==> config.mk <==
export PLATFORM = sky130hd
export DESIGN_NAME = prog_loader
export DESIGN_NICKNAME = d
export VERILOG_FILES = /design/src/rtl/prog_loader.sv
export SDC_FILE = /design/constraint.sdc
export NUM_CORES = 1
export LEC_CHECK = 0
export CAP_MARGIN = 20
export CORE_MARGIN = 2
export CORE_UTILIZATION = 53
export DETAILED_ROUTE_END_ITERATION = 16
export PLACE_DENSITY = 0.85
export SYNTH_ARGS = -nofsm -noshare
export SYNTH_HDL_FRONTEND = slang
export SYNTH_SLANG_ARGS = --single-unit
==> constraint.sdc <==
create_clock -name i_clock -period 2.62 [get_ports i_clock]
set_input_delay 0.524 -clock i_clock [delete_from_list [all_inputs] [get_ports i_clock]]
set_output_delay 0.524 -clock i_clock [all_outputs]
set_load 0.005 [all_outputs]
==> src/rtl/prog_loader.sv <==
// Byte-stream program loader: assembles big-endian 16-bit words from a ready/valid
// byte source, writes them to instruction memory and holds the CPU in reset until HALT.
module prog_loader #(
    parameter int NB_INSTRUCTION = 16,
    parameter int NB_ADDR        = 11,
    parameter int NB_OPCODE      = 5
) (
    input  logic                      i_clock,
    input  logic                      i_reset,
    input  logic                      i_start,
    input  logic [7:0]                i_rx_data,
    input  logic                      i_rx_valid,
    output logic                      o_rx_ready,
    output logic                      o_mem_wr_enable,
    output logic [NB_ADDR-1:0]        o_mem_addr,
    output logic [NB_INSTRUCTION-1:0] o_mem_data,
    output logic                      o_cpu_reset,
    output logic                      o_busy,
    output logic                      o_done,
    output logic                      o_overflow,
    output logic [NB_ADDR:0]          o_word_count
);

    typedef enum logic [2:0] {
        IDLE, LOAD_HI, LOAD_LO, WRITE, DONE, ERROR
    } state_t;

    state_t                    state_q, state_d;
    logic [7:0]                hi_q, hi_d;
    logic [NB_ADDR-1:0]        addr_q, addr_d;
    logic [NB_INSTRUCTION-1:0] data_q, data_d;
    logic [NB_ADDR:0]          count_q, count_d;
    logic                      rx_ready_q, rx_ready_d;
    logic                      wr_en_q, wr_en_d;
    logic                      cpu_reset_q, cpu_reset_d;
    logic                      busy_q, busy_d;
    logic                      done_q, done_d;
    logic                      overflow_q, overflow_d;

    logic xfer;
    logic is_halt;
    logic addr_last;

    assign xfer      = rx_ready_q & i_rx_valid;
    assign is_halt   = (data_q[NB_INSTRUCTION-1 -: NB_OPCODE] == '0);
    assign addr_last = &addr_q;

    always_comb begin
        // NOTE: every signal gets its hold value first so no path leaves it unassigned (no latches).
        state_d  = state_q;
        hi_d     = hi_q;
        addr_d   = addr_q;
        data_d   = data_q;
        count_d  = count_q;

        unique case (state_q)
            IDLE, DONE, ERROR: begin
                if (i_start) begin
                    state_d = LOAD_HI;
                    addr_d  = '0;
                    count_d = '0;
                end
            end
            LOAD_HI: begin
                if (xfer) begin
                    hi_d    = i_rx_data;
                    state_d = LOAD_LO;
                end
            end
            LOAD_LO: begin
                if (xfer) begin
                    data_d  = NB_INSTRUCTION'({hi_q, i_rx_data});
                    state_d = WRITE;
                end
            end
            WRITE: begin
                count_d = count_q + (NB_ADDR+1)'(1);
                if (is_halt) begin
                    state_d = DONE;
                end else if (addr_last) begin
                    // Memory is full and no HALT seen: stop rather than wrap onto word 0.
                    state_d = ERROR;
                end else begin
                    addr_d  = addr_q + NB_ADDR'(1);
                    state_d = LOAD_HI;
                end
            end
            default: state_d = IDLE;
        endcase

        // Status outputs are registered copies of what the next state implies.
        rx_ready_d  = (state_d == LOAD_HI) || (state_d == LOAD_LO);
        wr_en_d     = (state_d == WRITE);
        busy_d      = (state_d == LOAD_HI) || (state_d == LOAD_LO) || (state_d == WRITE);
        done_d      = (state_d == DONE);
        overflow_d  = (state_d == ERROR);
        cpu_reset_d = (state_d != DONE);
    end

    always_ff @(posedge i_clock) begin
        // NOTE: non-blocking assignments so every flop samples pre-edge values.
        if (i_reset) begin
            state_q     <= IDLE;
            hi_q        <= '0;
            addr_q      <= '0;
            data_q      <= '0;
            count_q     <= '0;
            rx_ready_q  <= 1'b0;
            wr_en_q     <= 1'b0;
            cpu_reset_q <= 1'b1;
            busy_q      <= 1'b0;
            done_q      <= 1'b0;
            overflow_q  <= 1'b0;
        end else begin
            state_q     <= state_d;
            hi_q        <= hi_d;
            addr_q      <= addr_d;
            data_q      <= data_d;
            count_q     <= count_d;
            rx_ready_q  <= rx_ready_d;
            wr_en_q     <= wr_en_d;
            cpu_reset_q <= cpu_reset_d;
            busy_q      <= busy_d;
            done_q      <= done_d;
            overflow_q  <= overflow_d;
        end
    end

    assign o_rx_ready      = rx_ready_q;
    assign o_mem_wr_enable = wr_en_q;
    assign o_mem_addr      = addr_q;
    assign o_mem_data      = data_q;
    assign o_cpu_reset     = cpu_reset_q;
    assign o_busy          = busy_q;
    assign o_done          = done_q;
    assign o_overflow      = overflow_q;
    assign o_word_count    = count_q;

endmodule
=== After elaboration in Yosys (flattened, before gate mapping) ===
Cells that the tools add are included.
W data, S select, Z words.

* Input port bits: 12
* Output and inout port bits: 45
* Word-level logic and storage cells: 51
* Register bits: 56

* Reductions and logical operators: 11
* Add/subtract/negate cells: 2
* Bitwise operators: 1
* Equal/unequal tests: 14
* Multiplexer cells: 12

{| class="wikitable"
|+ Operator list
! cell !! number
|-
| $mux W11 || 3
|-
| $pmux W12 S2 || 1
|-
| $pmux W11 S2 || 1
|-
| $mux W3 || 5
|-
| $add A12 B1 Y12 const B || 1
|-
| $eq A3 B2 Y1 const B || 4
|-
| $eq A3 B3 Y1 const B || 4
|-
| $mux W12 || 1
|-
| $pmux W3 S4 || 1
|-
| $add A11 B1 Y11 const B || 1
|-
| $reduce_and A11 Y1 || 1
|-
| $eq A3 B1 Y1 const B || 2
|-
| $ne A2 B2 Y1 const B || 3
|-
| $reduce_and A2 Y1 || 3
|-
| $logic_not A5 Y1 || 1
|-
| $reduce_and A4 Y1 || 1
|-
| $logic_not A3 Y1 || 1
|-
| $ne A3 B3 Y1 const B || 1
|-
| $reduce_or A3 Y1 || 1
|-
| $logic_or A1 B1 Y1 || 2
|-
| $reduce_bool A2 Y1 || 1
|-
| $and A1 B1 Y1 || 1
|}

=== Logic depth before layout (Yosys ltp) ===
Gate-level depths: netlist of the first run.

* Word-level depth: 7
* Mapped depth: 7
* Depth with buffers taken out: 5

=== Worst setup path after synthesis of the first run ===
No wires, ideal clock.

* Path type: reg2reg
* Start: register data_q[12], in the netlist o_mem_data[12]
* End: register cpu_reset_q, in the netlist o_cpu_reset
* Arrival time: 1.526 ns
* Buffers on the path: 0
* Clock period less this slack: 1.641 ns
* Library setup time: 0.115 ns
* Setup slack: 0.979 ns
* Cell stages (with the launch flop): 5
* Cells stage by stage: dfxtp_1 -> or4_4 -> o32ai_1 -> a221o_1 -> a21bo_2

* Longest elaborated chain between the ends: 4

{| class="wikitable"
|+ Ends and longest elaborated chain
! element !! RTL line !! RTL
|-
| start, declared || 31 || <nowiki>logic [NB_INSTRUCTION-1:0] data_q, data_d;</nowiki>
|-
| start signal, assigned || 118 || <nowiki>data_q <= data_d;</nowiki>
|-
| $logic_not A5 Y1 || 45 || <nowiki>assign is_halt = (data_q[NB_INSTRUCTION-1 -: NB_OPCODE] == '0);</nowiki>
|-
| $mux W3 || 78 || <nowiki>if (is_halt) begin</nowiki>
|-
| $pmux W3 S4 || 56 || <nowiki>unique case (state_q)</nowiki>
|-
| $ne A3 B3 Y1 || 97 || <nowiki>cpu_reset_d = (state_d != DONE);</nowiki>
|-
| end signal, assigned || 122 || <nowiki>cpu_reset_q <= cpu_reset_d;</nowiki>
|-
| end, declared || 35 || <nowiki>logic cpu_reset_q, cpu_reset_d;</nowiki>
|}

No other way between the ends.
A chain may end at the register's enable or synchronous reset.

=== Final worst setup path of the first run ===
* Start: register state_q[0]
* End: register addr_q[3], in the netlist o_mem_addr[3]

* Longest elaborated chain between the ends: 4
* Elaborated cells between the ends (all ways): 11
* Classes of those cells: 6 x eq/ne; 1 x mux; 4 x reduce/logical

{| class="wikitable"
|+ Ends and longest elaborated chain
! element !! RTL line !! RTL
|-
| start, declared || 28 || <nowiki>state_t state_q, state_d;</nowiki>
|-
| start signal, assigned || 115 || <nowiki>state_q <= state_d;</nowiki>
|-
| $eq A3 B3 Y1 or $logic_not A3 Y1 (tied branches) || 56 ||
|-
| $reduce_or A3 Y1 || 56 ||
|-
| $ne A2 B2 Y1 (no line) or $reduce_bool A2 Y1 (tied branches) || n/a ||
|-
| $reduce_and A4 Y1 (no line) || n/a ||
|-
| end signal, assigned || 117 || <nowiki>addr_q <= addr_d;</nowiki>
|-
| end, declared || 30 || <nowiki>logic [NB_ADDR-1:0] addr_q, addr_d;</nowiki>
|}

Parallel ways exist; a longest one is shown, timed or not.

==> parameters.txt, run 1 <==
Parameter                              Value

Pwr
  Worst IR Drop VDD    0.364 mV
  Design Power    1.43 mW
  Power density over the cells    463 nW/um2
  Leakage component of the power    1.05 nW

Placed design
  Gp weighted congestion    0.799
  Pre-CTS setup slack    0.536 ns
  Post-detailed-placement half-perimeter wirelength    3820 um
  Placed instance count    375
  Area of placed instances    3000 um2
  Port bufs    56

Worst setup path
  Worst r2r src    state_q[0]
  Chain of cells forming the critical path    and3b_1, o21ai_2, or4_1, a21oi_1
  Worst stage delay on the critical path    0.54 ns
  Startpoint type of the worst setup path    register
  Worst EP arrival    2.24 ns
  Required arrival time at the worst endpoint    2.86 ns
  Slowest cell on crit path    sky130_fd_sc_hd__dfxtp_1
  Setup Crit Path Kind    register to register
  Maximum fanout encountered on the critical timing path    11
  Type of destination of the critical path    register
  Setup crit start    state_q[0]

Timing
  Post-route setup slack    0.618 ns
  Max-slew headroom    57.5%
  FMAX    499 MHz
  Worst-Margin Slew    0.637 ns
  Tightest hold margin    0.464 ns
  Final worst-path cycle share    76.4%
  Max-slew violations    0
  Time the worst path needs with I/O delays and setup    2.00 ns
  Final setup violation count    0
  Total negative slack for setup checks    0 ns
  Maximum clock skew at final layout    0.00861 ns
  Final Hold Viols    0
  Unrepaired setup endpoints after global routing    false

Clock tree
  Number of sinks handled by clock tree synthesis    56
  H-tree level count    2
  Clock tree root driver cell    sky130_fd_sc_hd__clkbuf_8
  Number of gates given a new drive strength after cts    0
  Buffer depth of the longest clock path    2
  Post-CTS Setup Repair Bufs    0
  Clock-pin slew of the registers on the worst-case setup and hold paths    0.10 ns
  TritonCTS buffer count    5
  Number of hold buffers added after CTS    0
  Clock network latency to the later pin of the worst-skew pair    0.31 ns
  CTS tree    done

Yosys
  Post-Synthesis Cell Area    2410 um2
  Syn Area/Cell    8.68 um2
  FF+latch count, synth    56
  Syn Nets    292
  Post-synth ARST share    0%
  Total number of yosys warnings    0
  Predominant post-synthesis flop cell    sky130_fd_sc_hd__dfxtp_1
  Portion of the post-synthesis area used by sequential elements    46.4%
  Number of distinct library cells after synthesis    51
  Mapped Cells    278
  Count of flip-flops with a built-in enable after synthesis    0

Finish
  Fraction of final layout cells with drive strength greater than 1    7.25%
  Area Overhead vs Synth    27.8%
  Post-Layout Inst Area    3080 um2
  Post-layout net count    344
  Share of the core filled with cells    70.3%
  Multi-input combinational cell area    1210 um2
  Area occupied by registers    1120 um2
  Layout fillers    364
  Most used cells in the layout excluding fill and tap cells    sky130_fd_sc_hd__dfxtp_1 (56), sky130_fd_sc_hd__clkdlybuf4s50_1 (56), sky130_fd_sc_hd__nand2_1 (44), sky130_fd_sc_hd__a21oi_1 (35), sky130_fd_sc_hd__nor2_1 (18)
  Post-route non-filler standard cell count    383
  ANT cells    0

Detailed routing
  Violation count after the first detailed-routing iteration    136
  DR vias    2185
  Avg Vias per Cell    5.70
  Number of antenna-violating nets in the routed design    0
  Final WL    5390 um
  Detailed-route DRC error count    0
  First-pass iteration count of the detailed router    4
  Drt wl/cell    14.1 um

GRT
  Antenna violations before repair    0
  Via count of the first global-routing pass    1934
  Global route total overflow    0
  Largest net degree at the start of global routing    27
  Wire length of the first global-routing pass    8790 um
  Overall Global Routing Usage    21.2%

Worst hold path
  Type of the most critical hold path    register to register
  Worst hold path startpoint    hi_q[1]

Floorplanning
  Initial core utilization    55.1%
  Number of top-level design ports    57
  Height of the die    71.5 um
  Full die area    5110 um2
  Area inside the core boundary    4380 um2
  Standard-cell row count    24
  Overall die width    71.5 um

Status
  Outcome    completed

Job
  Max-cap viol count    0
[cells in the mapped netlist (3+ instances only)]
library cell / n / area (um2)
sky130_fd_sc_hd__a21oi_1: 35 / 175
sky130_fd_sc_hd__and3_1: 3 / 18.8
sky130_fd_sc_hd__and4_1: 3 / 26.3
sky130_fd_sc_hd__buf_2: 4 / 20.0
sky130_fd_sc_hd__clkbuf_1: 8 / 30.0
sky130_fd_sc_hd__dfxtp_1: 56 / 1120
sky130_fd_sc_hd__inv_1: 3 / 11.3
sky130_fd_sc_hd__mux2i_1: 9 / 90.1
sky130_fd_sc_hd__nand2_1: 44 / 165
sky130_fd_sc_hd__nand2b_1: 4 / 25.0
sky130_fd_sc_hd__nand3_1: 8 / 40.0
sky130_fd_sc_hd__nand3b_1: 3 / 22.5
sky130_fd_sc_hd__nand4_1: 4 / 25.0
sky130_fd_sc_hd__nor2_1: 18 / 67.6
sky130_fd_sc_hd__nor3_1: 5 / 25.0
sky130_fd_sc_hd__o211ai_1: 5 / 37.5
sky130_fd_sc_hd__o21ai_0: 6 / 30.0
sky130_fd_sc_hd__o31ai_1: 5 / 37.5
sky130_fd_sc_hd__or3_1: 9 / 56.3
sky130_fd_sc_hd__or4_1: 6 / 45.0
[layout make-up]
class                      instances  area share [%]
clock inverter                     3           0.609
clock buffer                       5            2.23
timing repair buffer              59            18.9
inverter                           4           0.487
tap                               52            2.11
sequential                        56            36.3
multi-input combinational        204            39.3
[critical path, delay by kind of cell (launching register included)]
| kind | cells | cell delay, ns |
|---|---|---|
| AO/OA/AOI/OAI | 2 | 0.34 |
| flip-flops | 1 | 0.54 |
| AND/OR/NAND/NOR | 2 | 1.05 |
[logic make-up after synthesis]
kind of cell | after synthesis | share of synthesized area (%)
muxes | 10 | 4.20
and+or+nand+nor | 121 | 26.3
DFF | 56 | 46.4
AOI/OAI and AO/OA | 71 | 18.7
buffers and inverters | 18 | 3.32
adders and majority gates | 2 | 1.04
[flip-flops by register name (all words and copies together) (netlist names)]
register,flops
o_word_count,12
o_done,1
o_mem_addr,11
o_rx_ready,1
o_cpu_reset,1
o_mem_wr_enable,1
hi_q,8
o_busy,1
state_q,3
o_mem_data,16
o_overflow,1
[worst paths after layout]
path | end | slack [ns] | cells past startpoint
worst min register to register | o_mem_data[9] | 0.46 | 2
worst min-delay path | o_mem_data[9] | 0.46 | 2
worst max register to register | o_mem_addr[3] | 0.62 | 4
worst max-delay path | o_mem_addr[3] | 0.62 | 4
[routing by layer]
metal  global-route usage [%]  vias to the layer above  share of wire [%]
li1                         -                     1097                  -
met1                     27.8                     1023                 46
met2                     35.8                       61                 48
met3                     4.08                        4                4.6
met4                     6.08                        0               0.72
met5                        0                        -                  0
[where the power goes]
| part | switching (mW) | leakage, nW | internal [mW] |
|---|---|---|---|
| Combinational | 0.0498 | 0.548 | 0.0448 |
| Sequential | 0.0104 | 0.452 | 0.860 |
| Clock | 0.276 | 0.0479 | 0.187 |
Note: power is estimated with default switching activity, not from simulation.
==> inputs of run 2 (changes only) <==
CORE_UTILIZATION = 49   (was 53)
PLACE_DENSITY = 0.8   (was 0.85)
clock period = 1.85 ns   (was 2.62 ns; I/O delays follow)
==> run 2 against run 1 <==
Against the previous run:
- clock-buffer cell count is the same
- global-route usage shrank 0.17 points
- critical endpoint is now o_cpu_reset
- critical path depth unchanged
- first-iteration DRC count decreased by 18%
==> parameters.txt, run 2 (synthesized netlist as in run 1, its figures left out) <==
Parameter                              Value

Placed design
  Port bufs    56
  Placed instance count    409
  Post-detailed-placement half-perimeter wirelength    3980 um
  Gp weighted congestion    0.822

Floorplanning
  Height of the die    74.2 um
  Initial core utilization    51.1%
  Area inside the core boundary    4720 um2
  Number of top-level design ports    57
  Full die area    5500 um2
  Standard-cell row count    25
  Overall die width    74.2 um

Clock tree
  CTS tree    done
  Number of gates given a new drive strength after cts    0
  TritonCTS buffer count    5
  Post-CTS Setup Repair Bufs    0
  Clock network latency to the later pin of the worst-skew pair    0.31 ns
  Clock tree root driver cell    sky130_fd_sc_hd__clkbuf_8
  H-tree level count    2
  Clock-pin slew of the registers on the worst-case setup and hold paths    0.11 ns
  Number of hold buffers added after CTS    0
  Buffer depth of the longest clock path    2
  Number of sinks handled by clock tree synthesis    56

Pwr
  Worst IR Drop VDD    0.460 mV
  Leakage component of the power    1.16 nW
  Power density over the cells    670 nW/um2

GRT
  Global route total overflow    0
  Overall Global Routing Usage    21.1%
  Largest net degree at the start of global routing    29
  Wire length of the first global-routing pass    9110 um
  Antenna violations before repair    0
  Via count of the first global-routing pass    1996

Job
  Max-cap viol count    0

Status
  Outcome    completed

Worst setup path
  Startpoint type of the worst setup path    register
  Maximum fanout encountered on the critical timing path    4
  Setup Crit Path Kind    register to register
  Required arrival time at the worst endpoint    2.06 ns
  Slowest cell on crit path    sky130_fd_sc_hd__or4_4
  Worst stage delay on the critical path    0.59 ns
  Type of destination of the critical path    register
  Worst EP arrival    1.97 ns
  Chain of cells forming the critical path    or4_4, o32ai_1, a221o_1, a21bo_2

Timing
  Final worst-path cycle share    95.0%
  Max-slew headroom    66.4%
  Unrepaired setup endpoints after global routing    false
  Final Hold Viols    0
  FMAX    569 MHz
  Time the worst path needs with I/O delays and setup    1.76 ns
  Maximum clock skew at final layout    0.00988 ns
  Worst-Margin Slew    0.504 ns
  Total negative slack for setup checks    0 ns
  Max-slew violations    0
  Final setup violation count    0

Finish
  Area Overhead vs Synth    36.2%
  Max FFs per register    16
  ANT cells    0
  Fraction of final layout cells with drive strength greater than 1    12.3%
  Post-route non-filler standard cell count    417
  Most used cells in the layout excluding fill and tap cells    sky130_fd_sc_hd__dfxtp_1 (56), sky130_fd_sc_hd__clkdlybuf4s50_1 (56), sky130_fd_sc_hd__nand2_1 (44), sky130_fd_sc_hd__a21oi_1 (35), sky130_fd_sc_hd__buf_4 (21)
  Post-layout net count    363

Detailed routing
  DR vias    2246
  Violation count after the first detailed-routing iteration    111
  Number of antenna-violating nets in the routed design    0
  Avg Vias per Cell    5.39
  Met1 WL    2550 um
  Final WL    5640 um
  First-pass iteration count of the detailed router    4
  Met3 WL    237 um
  Length of routed met2 wiring    2810 um
  Drt wl/cell    13.5 um
  Detailed-route DRC error count    0
  Max layer used    met4

Worst hold path
  Type of the most critical hold path    register to register
## run 2: layout make-up
cell class | instances | area, um2
fillers | 408 | 1440
inverters | 4 | 15.0
clock buffers | 5 | 68.8
well taps | 67 | 83.8
clock inverters | 3 | 47.5
repair buffers | 78 | 738
multi-input cells | 204 | 1210
flip-flops and latches | 56 | 1120
## run 2: power by group
group / internal (mW) / leakage [nW] / switching, mW
Clock: 0.408 / 0.0583 / 0.413
Sequential: 1.22 / 0.452 / 0.00914
Combinational: 0.0772 / 0.649 / 0.0787
## run 2: final timing paths
path | from | slack, ns | depth (start not counted) | to
setup reg to reg | o_mem_data[12] | 0.09 | 4 | o_cpu_reset
setup / recovery | o_mem_data[12] | 0.09 | 4 | o_cpu_reset
hold / removal | hi_q[5] | 0.46 | 2 | o_mem_data[13]
hold reg to reg | hi_q[5] | 0.46 | 2 | o_mem_data[13]
## run 2: routing by layer
metal,up-vias,track usage (%)
met5,-,0
met1,1045,27.9
li1,1143,-
met2,54,34.5
met3,4,4.74
met4,0,6.06
## run 2: stage by stage
stage	area (um2)	setup WS [ns]	util (%)	total power, mW	hold slack (ns)
finish	3290	0.0916	69.6	2.20	0.462
detailed placement	3170	0.00872	67.1	1.41	0.451
global placement	3170	0.0250	67.1	1.41	0.437
global route	3290	0.0210	69.6	2.28	0.481
CTS	3290	0.105	69.6	2.21	0.466
floorplan	2410	0.209	-	1.34	0.431
## run 2: critical path, delay by kind of cell, from the launching register on
family,cells,cell delay [ns]
flops,1,0.35
compound gates,3,0.73
simple gates,1,0.59
==> inputs of run 3 (changes only) <==
TNS_END_PERCENT = 30   (was not set)
==> results of run 3 <==
No change in the layout: final DEF, timing and power equal those of run 2.
